[src/rtl/basic_op_server.sv]
// Registered responder for G.729 L_mult / mult / L_mac / L_msu requests with ITU-T saturation.
// Define BASIC_OP_STICKY_OVF_EN to make the overflow flag sticky until reset or a clear request.
module basic_op_server (
    input  logic        clock,
    input  logic        reset,
    input  logic        start,
    input  logic [1:0]  op,
    input  logic [15:0] var1,
    input  logic [15:0] var2,
    input  logic [31:0] acc,
    output logic        done,
    output logic        busy,
    output logic [31:0] result,
    output logic        overflow
);

    typedef enum logic [1:0] {IDLE, MUL, ACC, DONE} state_t;

    localparam logic [1:0] OP_L_MULT = 2'd0;
    localparam logic [1:0] OP_MULT   = 2'd1;
    localparam logic [1:0] OP_L_MSU  = 2'd3;

    state_t             state, state_nxt;
    logic [1:0]         op_q;
    logic [15:0]        a_q, b_q;
    logic [31:0]        acc_q;
    logic signed [31:0] prod_q;

    logic signed [31:0] a_ext, b_ext, t;
    logic [31:0]        lm_res, res_nxt;
    logic               lm_sat, ovf_nxt;
    logic [32:0]        sum;

    assign a_ext = {{16{a_q[15]}}, a_q};
    assign b_ext = {{16{b_q[15]}}, b_q};

    // NOTE: sequential state uses non-blocking assignments so every register samples pre-edge values.
    always_ff @(posedge clock) begin
        if (reset) state <= IDLE;
        else       state <= state_nxt;
    end

    // NOTE: every combinational output gets a default first so no path can infer a latch.
    always_comb begin
        state_nxt = state;
        case (state)
            IDLE: if (start) state_nxt = MUL;
            MUL:  state_nxt = ACC;
            ACC:  state_nxt = DONE;
            DONE: state_nxt = IDLE;
            default: state_nxt = IDLE;
        endcase
    end

    always_comb begin
        done = (state == DONE);
        busy = (state != IDLE);
    end

    // Saturating arithmetic on the registered product.
    always_comb begin
        lm_sat  = (prod_q == 32'sh4000_0000);
        lm_res  = lm_sat ? 32'h7FFF_FFFF : {prod_q[30:0], 1'b0};
        t       = prod_q >>> 15;
        sum     = (op_q == OP_L_MSU) ? {acc_q[31], acc_q} - {lm_res[31], lm_res}
                                     : {acc_q[31], acc_q} + {lm_res[31], lm_res};
        res_nxt = lm_res;
        ovf_nxt = lm_sat;
        case (op_q)
            OP_L_MULT: ;
            OP_MULT: begin
                ovf_nxt = 1'b0;
                res_nxt = t;
                if (t > 32'sd32767) begin
                    res_nxt = 32'h0000_7FFF;
                    ovf_nxt = 1'b1;
                end else if (t < -32'sd32768) begin
                    res_nxt = 32'hFFFF_8000;
                    ovf_nxt = 1'b1;
                end
            end
            default: begin
                res_nxt = sum[31:0];
                if (sum[32] != sum[31]) begin
                    res_nxt = sum[32] ? 32'h8000_0000 : 32'h7FFF_FFFF;
                    ovf_nxt = 1'b1;
                end
            end
        endcase
    end

    always_ff @(posedge clock) begin
        if (reset) begin
            op_q     <= '0;
            a_q      <= '0;
            b_q      <= '0;
            acc_q    <= '0;
            prod_q   <= '0;
            result   <= '0;
            overflow <= 1'b0;
        end else begin
            case (state)
                IDLE: if (start) begin
                    op_q  <= op;
                    a_q   <= var1;
                    b_q   <= var2;
                    acc_q <= acc;
                end
                MUL: prod_q <= a_ext * b_ext;
                ACC: begin
                    result <= res_nxt;
`ifdef BASIC_OP_STICKY_OVF_EN
                    // An L_mult of 0 by 0 is the clear request for the sticky flag.
                    if (op_q == OP_L_MULT && a_q == 16'h0 && b_q == 16'h0)
                        overflow <= 1'b0;
                    else
                        overflow <= overflow | ovf_nxt;
`else
                    overflow <= ovf_nxt;
`endif
                end
                default: ;
            endcase
        end
    end

endmodule

[config.mk]
export PLATFORM = sky130hd
export DESIGN_NAME = basic_op_server
export DESIGN_NICKNAME = d
export VERILOG_FILES = /design/src/rtl/basic_op_server.sv
export SDC_FILE = /design/constraint.sdc
export NUM_CORES = 1
export LEC_CHECK = 0
export CORE_UTILIZATION = 50
export CTS_CLUSTER_DIAMETER = 100
export DETAILED_ROUTE_END_ITERATION = 10
export HOLD_SLACK_MARGIN = 0.15
export MAX_ROUTING_LAYER = met4
export PLACE_DENSITY = 0.69
export SLEW_MARGIN = 20
export SYNTH_ARGS = -nofsm -noshare
export SYNTH_HDL_FRONTEND = slang
export SYNTH_SLANG_ARGS = --single-unit
[constraint.sdc]
create_clock -name clock -period 13.5 [get_ports clock]
set_input_delay 2.7 -clock clock [delete_from_list [all_inputs] [get_ports clock]]
set_output_delay 2.7 -clock clock [all_outputs]
set_load 0.01 [all_outputs]
Yosys cells after proc, flatten, opt, wreduce, memory -nomap -nowiden. Cells that the tools add are included.

Register bits: 133. Input port bits: 69. Logic and storage cells: 38.

Add/sub/neg operators: 2. Multiply operators: 1. Order comparisons: 2. Eq/ne operators: 8. Muxes and demuxes: 13. Reductions and logical operators: 4.

Operator list (number): 2-to-1 mux 32 bit (5); one-hot mux 32 bit (2 select lines) (1); adder 32 x 32 -> 33 bit (1); 2-to-1 mux 33 bit (1); subtractor 32 x 32 -> 33 bit (1); equality test 32 bit (second input constant) (1); multiplier 16 x 16 -> 32 bit (1); > comparator 17 x 16 -> 1 bit (second input constant) (1); < comparator 17 x 16 -> 1 bit (second input constant) (1); one-hot mux 2 bit (4 select lines) (1); equality test 2 bit (second input constant) (3); equality test 2 x 1 -> 1 bit (second input constant) (2); logical NOT 2 bit (2); 2-to-1 mux 1 bit (3); 2-to-1 mux 2 bit (1); != test 2 bit (second input constant) (1); one-hot mux 1 bit (2 select lines) (1); AND reduction 2 bit (1); nonzero test 2 bit (1); != test 1 bit (1).

Logic depth before layout (Yosys ltp).
Depth in word-level cells: 7. Gate-level depth with buffers: 28.

Least setup slack after synthesis. No wires, ideal clock.

Kind: reg2reg. From: reg a_q[15]. To: reg prod_q[31]. Setup time: 86 ps. Data arrival time: 6064 ps. Path slack: 7350 ps. Stages on the path, launching flop included: 23. Buffers on the path: 1. Cells stage by stage: dfxtp_1 -> clkbuf_1 -> nand2_1 -> fa_1 -> inv_1 -> fa_1 -> fa_1 -> fa_1 -> fa_1 -> inv_1 -> fa_1 -> inv_1 -> ha_1 -> a21o_1 -> a21oi_1 -> nor2_1 -> o21ai_0 -> o211ai_1 -> a21oi_1 -> o31ai_1 -> a31oi_1 -> xnor2_1 -> a211oi_1.

Cells in the longest elaborated chain, start to end: 1.

RTL lines: start: declaration (line 25) `logic [15:0] a_q, b_q;`; start signal: assignment (line 105) `a_q <= var1;`; multiplier 16 x 16 -> 32 bit (line 109) `MUL: prod_q <= a_ext * b_ext;`; end signal: assignment (line 109); end: declaration (line 27) `logic signed [31:0] prod_q;`.

No other way between the ends. A chain may end at the register's enable or synchronous reset.

Worst setup path in the final report.
From: reg b_q[1]. To: reg prod_q[31].

Cells in the longest elaborated chain, start to end: 1.

RTL lines: start: declaration (line 25); start signal: assignment (line 106) `b_q <= var2;`; multiplier 16 x 16 -> 32 bit (line 109).

No other way between the ends.

==> results summary <==
The run finished with clean final reports. The final route contains 14852 vias. The detailed placement HPWL came out at 37480 um. The largest total area in the synthesized netlist belongs to sky130_fd_sc_hd__fa_1. The mux cell area share after synthesis came out at 0.009027. The worst setup skew after layout came out at 0.01606 ns. The delay contributed by the slowest stage of the critical path is 0.80 ns.

The largest driver fanout on the critical path is 17. The worst hold path passes through 2 cells. The data arrival time of the critical path is 7.42 ns. Once routing completed, OpenROAD measured the worst setup slack at 6.440 ns. In this run, synthesis inferred 0 flip-flops with an integrated enable. The first global-routing pass estimated 79960 um of wire.

In this run the worst hold path is classified as reg2reg. Setup repair after global routing left no endpoint under its margin. The post-route standard cell area excluding fillers is 19570 um2. The most used flip-flop cell after synthesis is sky130_fd_sc_hd__dfxtp_1. The worst hold margin came out at 0.4611 ns.

For this run, the total global-route usage over all layers was measured as 0.2937. The reported leakage power is 8.990 nW. The post-synthesis simple-gate area fraction is 0.1741.

Summed over all layers, the routed wires come to 48770 um. The starting DRC count in detailed routing came out at 1015. In the final routed layout, each cell accounts on average for 18.54 um.

The number of buffers inserted by port buffering came out at 103. The cell at the slowest stage of the critical path is sky130_fd_sc_hd__dfxtp_1. The die footprint is 36240 um2. In the post-synthesis netlist, the cell with the most instances is sky130_fd_sc_hd__inv_1. In this run the tightest slew margin relative to its limit is 0.4163. The number of nets with antenna violations after routing came out at 0. Yosys attributes the largest share of cell area to sky130_fd_sc_hd__fa_1 (30%), sky130_fd_sc_hd__dfxtp_1 (15%), sky130_fd_sc_hd__ha_1 (8.5%). The clock tree root buffer cell is sky130_fd_sc_hd__clkbuf_16. The sum of overflow across all layers after global routing came out at 0. The xor and xnor fraction of the mapped netlist area came out at 0.03632.

The classification of the worst setup path is reg2reg. The routed via count divided by cell count is 5.647. The number of iterations in the first detailed-routing pass came out at 7. The most numerous cell type found on the critical path is sky130_fd_sc_hd__fa_1. Clock tree synthesis inserted a total of 17 buffers.

The number of global-route vias before repair was 15393. The count of cells resized by post-cts repair came out at 0. The worst supply voltage drop on vdd came out at 0.0002272 V. The number of nets at the end of the flow came out at 2615. The source-to-sink clock delay at the later pin of the worst-skew pair came out at 0.45 ns. The ratio of final minimum period to clock period came out at 0.5230. Walking the worst path, the cells encountered are nand2_1 > fa_1 > fa_1 > fa_1 > fa_1 > inv_1 > fa_1 > inv_1 > fa_1 > inv_1 > ha_1 > inv_1 > nor2_1 > and2_1 > a21oi_1 > o21ai_0 > a21oi_1 > o31ai_1 > a31oi_1 > xnor2_1 > a211oi_1. The number of sinks handled by clock tree synthesis is 133. The worst endpoint required time came out at 13.86 ns. The worst setup slack before clock tree synthesis is 6.556 ns. Clock-pin slew was measured on the worst setup and hold paths at 0.06 ns. Of the total synthesized cell area, the portion taken by full adders, half adders and majority gates is 0.3814. The largest net degree at the start of global routing came out at 74. The max-capacitance violation count came out at 0. The remaining routing DRC violations came out at 0. Counting flops with an async set or reset pin after synthesis yields a share of 0.

The actual slew at the worst max-slew pin is 0.8743 ns. The gate count after technology mapping is 2136. The floorplan has 68 rows. The count of cell types in the netlist came out at 66. The total of hold buffers inserted after clock tree synthesis came out at 0.

The category of the worst setup path launch point is a register. The final core utilization is 0.5638. The final count of negative-setup-slack endpoints came out at 0. TritonCTS built the clock tree. By count the netlist is led by sky130_fd_sc_hd__inv_1 (334), sky130_fd_sc_hd__nand2_1 (295), sky130_fd_sc_hd__fa_1 (263). For flop-to-flop paths, the worst setup slack is 6.44 ns. The initial utilization of the core area, before any placement, comes to 0.5111.

0 antenna diodes ended up in the layout. Of the post-synthesis cell area, the dominant cell type holds 0.2968. The accumulated negative setup slack is 0 ns.

Buffers added to address setup during post-CTS repair amount to 0. The synthesis-to-layout area growth is 10.31%. The number of hold violations in the final report came out at 0.

Counting buffers and inverters, the worst setup path is 21 cells deep. The average instance area after synthesis came out at 8.306 um2. For this run, the register share of the synthesized area comes to 0.1501.

The number of slew-limit violations in the final report was 0. The placeable core region is 34710 um2. The placer congestion estimate came out at 0.9709. In the final layout, the share of cells above drive strength 1 is 0.02989. The number of buffers and inverters on the critical path came out at 4. The initial antenna violation count was 1. The element type at the critical path end is a register. The cell area reported after detailed placement came out at 19030 um2.

In this run the count of I/O pins placed on the die edge is 104. The post-synthesis net count is 2588. The synthesized-area fraction occupied by ao, oa, aoi and oai cells came out at 0.1547. The longest clock path from root to sink contains 2 buffers.

The die extent in y is 190.4 um. Subtracting the final worst setup slack from the clock period gives 7.060 ns. Power spread over the standard cell area amounts to 200.7 nW/um2. The number of synthesized register bits came out at 133. The cell area that synthesis handed to floorplanning was 17740 um2. Grouping stages by cell kind, the critical path spends the most delay in adder cells.

The worst reg-to-reg path cell count is 21. By area, the combinational part of the netlist is dominated by adder cells. The synthesis warning total is 0. Measured along the x axis, the die boundary spans 190.4 um. Based on the critical path, the design can be clocked at up to 141.6 MHz.

The number of H-tree branching levels came out at 4.
[path summary, 6_finish.rpt]
| path | startpoint | to |
|---|---|---|
| setup / recovery | b_q[1] | prod_q[31] |
| setup reg to reg | b_q[1] | prod_q[31] |
| hold reg to reg | acc_q[30] | acc_q[30] |
| hold / removal | acc_q[30] | acc_q[30] |
[report_power, final]
part	switching [mW]	leakage (nW)	internal, mW
Clock	0.198	0.259	0.252
Sequential	0.177	1.09	0.483
Combinational	1.72	7.64	1.10
Total	2.10	8.99	1.83
[through the flow]
stage	cells	power [mW]
detailed placement	2599	3.440
finish	2630	3.928
global route	2630	4.265
floorplan	2136	2.680
global placement	2599	3.402
CTS	2630	3.903
[worst reg2reg max path, stage by stage, from the launching register on]
cell and delay [ns]:
sky130_fd_sc_hd__dfxtp_1 0.80, sky130_fd_sc_hd__nand2_1 0.18, sky130_fd_sc_hd__fa_1 0.54, sky130_fd_sc_hd__fa_1 0.57, sky130_fd_sc_hd__fa_1 0.44, sky130_fd_sc_hd__fa_1 0.55, sky130_fd_sc_hd__inv_1 0.05, sky130_fd_sc_hd__fa_1 0.48
sky130_fd_sc_hd__inv_1 0.05, sky130_fd_sc_hd__fa_1 0.50, sky130_fd_sc_hd__inv_1 0.05, sky130_fd_sc_hd__ha_1 0.30, sky130_fd_sc_hd__inv_1 0.08, sky130_fd_sc_hd__nor2_1 0.15, sky130_fd_sc_hd__and2_1 0.18, sky130_fd_sc_hd__a21oi_1 0.13
sky130_fd_sc_hd__o21ai_0 0.66, sky130_fd_sc_hd__a21oi_1 0.26, sky130_fd_sc_hd__o31ai_1 0.47, sky130_fd_sc_hd__a31oi_1 0.16, sky130_fd_sc_hd__xnor2_1 0.15, sky130_fd_sc_hd__a211oi_1 0.21
[cell usage in the layout (no fill, tap or decap), drive strengths merged, types with 19 or more instances in the layout]
cell type,instances
dfxtp,133
clkbuf,19
o211ai,36
nand2,296
nand2b,19
and2,130
a21oi,150
inv,337
a311oi,30
fa,263
o21ai,70
ha,120
xnor2,48
nor2,144
clkdlybuf4s50,102
xor2,23
a21o,29
[kinds of logic after synthesis]
logic type / Yosys count
compound gates: 424
xor+xnor: 71
fa+ha+maj: 383
buf+inv: 443
flops: 133
mux: 16
simple gates: 666
[registers in the layout (all words and copies together), names as in the netlist]
| name | count |
|---|---|
| result | 32 |
| op_q | 2 |
| a_q | 16 |
| acc_q | 32 |
| b_q | 16 |
| state | 2 |
| overflow | 1 |
| prod_q | 32 |
[cell type report]
cell class	count	area, um2
fillers	3199	15140
multi-input cells	1560	13410
flip-flops and latches	133	2663
inverters	335	1257
repair buffers	116	1126
well taps	455	569.3
clock buffers	19	432.9
clock inverters	12	107.6
[routing by layer]
metal	share of wire	up-vias	GRT usage
li1	-	6914	-
met1	0.42	7343	0.3600
met2	0.49	488	0.4871
met3	0.059	107	0.04527
met4	0.036	0	0.1126
met5	0	-	-
Power figures use the tool's default switching activity.
